===== src/rtl/fifo_uart_tx.sv =====
// UART transmitter draining a first-word-fall-through FIFO: one pop per 8N1 frame.
// Define FIFO_UART_TX_PARITY_EN to insert an even-parity bit between data and stop.
module fifo_uart_tx #(
   parameter int p_WIDTH        = 8,
   parameter int p_CLKS_PER_BIT = 868
) (
   input  logic               i_clk,
   input  logic               i_rst,
   input  logic               i_enable,
   input  logic               i_fifo_empty,
   input  logic [p_WIDTH-1:0] i_fifo_rd_data,
   output logic               o_fifo_rd_en,
   output logic               o_tx,
   output logic               o_busy,
   output logic               o_done,
   output logic [2:0]         o_dbg_state
);

   localparam int CW = (p_CLKS_PER_BIT > 1) ? $clog2(p_CLKS_PER_BIT) : 1;
   localparam int BW = (p_WIDTH > 1) ? $clog2(p_WIDTH) : 1;
   localparam logic [CW-1:0] BAUD_LAST = CW'(p_CLKS_PER_BIT - 1);
   localparam logic [CW-1:0] BAUD_DONE = CW'(p_CLKS_PER_BIT - 2);
   localparam logic [BW-1:0] BIT_LAST  = BW'(p_WIDTH - 1);

   typedef enum logic [2:0] {
      S_IDLE   = 3'd0,
      S_START  = 3'd1,
      S_DATA   = 3'd2,
      S_STOP   = 3'd4
`ifdef FIFO_UART_TX_PARITY_EN
      , S_PARITY = 3'd3
`endif
   } state_t;

   state_t             state;
   logic [CW-1:0]      baud;
   logic [BW-1:0]      bit_cnt;
   logic [p_WIDTH-1:0] shift;
`ifdef FIFO_UART_TX_PARITY_EN
   logic               parity_bit;
`endif

   // FIFO handshake: the head word is valid while i_fifo_empty=0; o_fifo_rd_en is
   // the pop strobe, high only in the single IDLE cycle in which that word is captured.
   assign o_fifo_rd_en = (state == S_IDLE) && i_enable && !i_fifo_empty && !i_rst;
   assign o_dbg_state  = state;

   always_ff @(posedge i_clk) begin
      if (i_rst) begin
         state   <= S_IDLE;
         baud    <= '0;
         bit_cnt <= '0;
         shift   <= '0;
         o_tx    <= 1'b1;
         o_busy  <= 1'b0;
         o_done  <= 1'b0;
`ifdef FIFO_UART_TX_PARITY_EN
         parity_bit <= 1'b0;
`endif
      end else begin
         o_done <= 1'b0;
         case (state)
            S_IDLE: begin
               baud    <= '0;
               bit_cnt <= '0;
               if (o_fifo_rd_en) begin
                  shift  <= i_fifo_rd_data;
`ifdef FIFO_UART_TX_PARITY_EN
                  parity_bit <= ^i_fifo_rd_data;
`endif
                  state  <= S_START;
                  o_tx   <= 1'b0;
                  o_busy <= 1'b1;
               end
            end
            S_START: begin
               if (baud == BAUD_LAST) begin
                  baud  <= '0;
                  state <= S_DATA;
                  o_tx  <= shift[0];
               end else begin
                  baud <= baud + 1'b1;
               end
            end
            S_DATA: begin
               if (baud == BAUD_LAST) begin
                  baud <= '0;
                  if (bit_cnt == BIT_LAST) begin
                     bit_cnt <= '0;
`ifdef FIFO_UART_TX_PARITY_EN
                     state <= S_PARITY;
                     o_tx  <= parity_bit;
`else
                     state <= S_STOP;
                     o_tx  <= 1'b1;
`endif
                  end else begin
                     // Shift so the next bit to send always sits at position 1.
                     bit_cnt <= bit_cnt + 1'b1;
                     shift   <= {1'b0, shift[p_WIDTH-1:1]};
                     o_tx    <= shift[1];
                  end
               end else begin
                  baud <= baud + 1'b1;
               end
            end
`ifdef FIFO_UART_TX_PARITY_EN
            S_PARITY: begin
               if (baud == BAUD_LAST) begin
                  baud  <= '0;
                  state <= S_STOP;
                  o_tx  <= 1'b1;
               end else begin
                  baud <= baud + 1'b1;
               end
            end
`endif
            S_STOP: begin
               if (baud == BAUD_LAST) begin
                  baud   <= '0;
                  state  <= S_IDLE;
                  o_busy <= 1'b0;
               end else begin
                  baud <= baud + 1'b1;
                  // Registered, so raise it one cycle early to land on the last stop cycle.
                  if (baud == BAUD_DONE) o_done <= 1'b1;
               end
            end
            default: state <= S_IDLE;
         endcase
      end
   end

endmodule


===== config.mk =====
export PLATFORM = sky130hd
export DESIGN_NAME = fifo_uart_tx
export DESIGN_NICKNAME = d
export VERILOG_FILES = /design/src/rtl/fifo_uart_tx.sv
export SDC_FILE = /design/constraint.sdc
export NUM_CORES = 1
export LEC_CHECK = 0
export CORE_ASPECT_RATIO = 0.8
export CORE_MARGIN = 2
export CORE_UTILIZATION = 30
export DETAILED_ROUTE_END_ITERATION = 7
export PLACE_DENSITY = 0.57
export SETUP_SLACK_MARGIN = 0.2
export SLEW_MARGIN = 20
export SYNTH_ARGS = -nofsm -noshare
export SYNTH_HDL_FRONTEND = slang
export SYNTH_SLANG_ARGS = --single-unit

===== constraint.sdc =====
create_clock -name i_clk -period 2.47 [get_ports i_clk]
set_input_delay 0.3705 -clock i_clk [delete_from_list [all_inputs] [get_ports i_clk]]
set_output_delay 0.3705 -clock i_clk [all_outputs]
set_load 0.05 [all_outputs]

==> impl_metrics.ini <==
[run_status]
status = complete, no violations

[sta]
post-route-min-period_ps = 2052
tightest_slew_ps = 510.0
tns_ps = 0
hold_viol_final = 0
fin_skew_ps = 2.374
rsz0062_at_grt = no
maxSlewViolCount = 0
post-route-period-util_pct = 83.09
final-setup-viol-count = 0
relSlewSlack_pct = 65.96
clock.fmax_mhz = 487.3
hold_ws_ps = 482.1
fin_ws_ps = 417.7

[finish]
syn2layout_area_growth_pct = 17.02
fill_cells = 540
n_antenna_cell = 0
drive_gt1_share_pct = 7.538
post-route-cell-area_mm2 = 0.001807
layout_commonest_cell = dfxtp_1
nets = 216
stdcell_count = 261
final_cell_mix = 26 x dfxtp_1, 17 x nand2_1, 17 x nand3_1
utilization_pct = 36.29

[worst_setup_path]
critPathLaunchType = flip-flop
crit_path_start = o_dbg_state[2]
worst_r2r_startpoint = o_dbg_state[2]
r2r_setup_slack_ps = 420
r2r-end = shift[6]
worstRegToRegCells = 6
endpoint_kind = flip-flop
crit_required_ps = 2680
cp_max_fo = 16
critical_path_arrival_ps = 2260
path_class = reg -> reg

[worst_hold_path]
whs_path_depth = 2
min_to = shift[3]
min_path_type = reg -> reg
min_from = shift[3]

[logic_synthesis]
seq_area_frac_synth_pct = 35.01
synth_area_leaders = dfxtp_1 35%, nand3_1 5.5%, mux2i_1 5.2%, a21oi_1 4.5%, nand2_1 4.1%
ys_warn_count = 0
syn-num-nets = 204
synth.distinct_cells = 45
yosys.area.top_type = dfxtp_1
yosys.area.top_type_share_pct = 35.01
syn_inst = 188
synth_seq_cells = 27
syn_area_mm2 = 0.001544
avgSynthCellArea_um2 = 8.213

[power_and_ir_drop]
pwr-share-clk_pct = 29.1
sw_frac_of_total_pct = 29.10
powerDensity_mw_per_mm2 = 493.6
power_frac_seq_pct = 52.8
power_leakage_nw = 0.6839
pwr-share-comb_pct = 18.1
total_power_mw = 0.8917
switching_power_mw = 0.2595
ir_worst_vdd_uv = 282.4
p_int_mw = 0.6322

[drt]
ant_nets = 0
via_per_inst = 5.387
drc_errors = 0
num_vias = 1406
dr.pass1.iters = 5
drtIter0Drc = 114
avgRoutedWirePerCell_um = 13.58
wl_mm = 3.545

[placement]
dp_slack_ps = 383.0
gp_congestion = 0.7741
place_hpwl_mm = 2.472
place_area_mm2 = 0.001758
numPlacedInstances = 257
port_buffers = 18

[die]
dieArea_mm2 = 0.005740
core_mm2 = 0.004979
die_x_um = 84.21
start_util_pct = 31.01
io_pins = 19
die_h_um = 68.17
num_rows = 23

[clock_network]
root_buffer = clkbuf_8
cts_tree = yes
cts_setup_buffers = 0
clkSinkCount = 27
clkTransAtPathRegs_ps = 100
htreeDepth = 1
clockBufferDepth = 2
worstSkewPairLatency_ps = 270
numCtsBuffers = 3

[grt]
grt_use_total_pct = 13.46
grt_pass1_wl_mm = 6.223
grt_pass1_vias = 1294
grt_overflow = 0
antenna_found_initial = 0
grt_max_degree = 23

[run]
maxCapViolCount = 0
-- power by group through the flow --
| stage | Clock [mW] | Combinational [mW] | Sequential, mW |
|---|---|---|---|
| 2_1_floorplan | 0 | 0.0977 | 0.492 |
| 3_3_place_gp | 0 | 0.164 | 0.480 |
| 3_5_place_dp | 0 | 0.163 | 0.480 |
| 4_1_cts | 0.271 | 0.162 | 0.470 |
| 5_1_grt | 0.284 | 0.178 | 0.474 |
| 6_report | 0.260 | 0.161 | 0.471 |
-- sequential cells by signal, indices dropped and copies added, names as in the netlist --
register / cells
o_dbg_state: 3
o_busy: 1
o_tx: 1
shift: 8
baud: 10
bit_cnt: 3
o_done: 1
-- worst max-delay path by stage --
stage                                end  cells past startpoint
after detailed placement        shift[6]                      6
after floorplan                 shift[3]                      7
final                           shift[6]                      6
after global placement          shift[3]                      6
after global routing            shift[4]                      6
after CTS                 o_dbg_state[2]                      1
-- critical path, cell delays in order (launching register included) --
cell and delay, ps:
dfxtp_1 650, or3b_1 340, buf_4 240, a31oi_1 60
buf_4 190, or3_1 350, a21oi_1 150
-- timing repair --
action | in CTS | in global routing
pin swaps | 0 | 0
endpoints found under the setup margin | 1 | 2
hold buffers | 0 | 0
gates resized for setup | 1 | 2
-- logic make-up (layout without fill, tap and decap cells) --
group | after synthesis | in the layout | share of synthesized area (%)
compound gates | 50 | 50 | 20.91
fa+ha+maj | 5 | 5 | 3.890
buf+inv | 24 | 35 | 7.861
simple gates | 72 | 72 | 26.01
xor+xnor | 2 | 2 | 1.135
mux | 8 | 8 | 5.187
flops | 27 | 27 | 35.01
-- routing by layer --
metal  track usage, %  part of all wire, %
met1            19.24                   52
met5                0                    0
met3            3.016                  3.9
met4            4.637                  1.7
met2            19.94                   42
-- synthesized netlist by cell type --
cell type / n
a32o_1: 1
nor4b_1: 1
o22ai_1: 1
xnor2_1: 2
inv_1: 8
nor4b_4: 1
and2_1: 1
o21ai_0: 12
o311a_1: 1
nor3b_2: 1
o311ai_0: 1
o21ai_1: 2
or3b_1: 1
buf_1: 1
a311oi_1: 2
ha_1: 4
o211ai_1: 5
and3_1: 2
dfxtp_1: 27
or3_1: 9
o31ai_1: 2
nand4_1: 4
a2bb2oi_2: 1
o32ai_1: 1
buf_2: 4
nand3b_1: 1
o311ai_1: 1
mux2i_1: 8
a21oi_1: 14
and4b_1: 1
a32oi_1: 1
clkbuf_1: 7
maj3_1: 1
nor2_1: 6
o31a_1: 1
or4_1: 1
nand2_1: 17
a31oi_1: 3
nor3_1: 6
or3b_2: 1
nor4_1: 2
buf_4: 1
o41ai_1: 1
nand3_1: 17
buf_6: 3
-- area by class of cell --
type	instances	area [µm²]	area share (%)
Clock inverter	1	5.005	0.2770
Inverter	8	30.03	1.662
Timing Repair Buffer	23	229.0	12.67
Sequential cell	27	541.8	29.99
Multi-Input combinational cell	137	882.1	48.82
Clock buffer	3	41.29	2.285
Tap cell	62	77.57	4.294
Note: power is estimated with default switching activity, not from simulation.
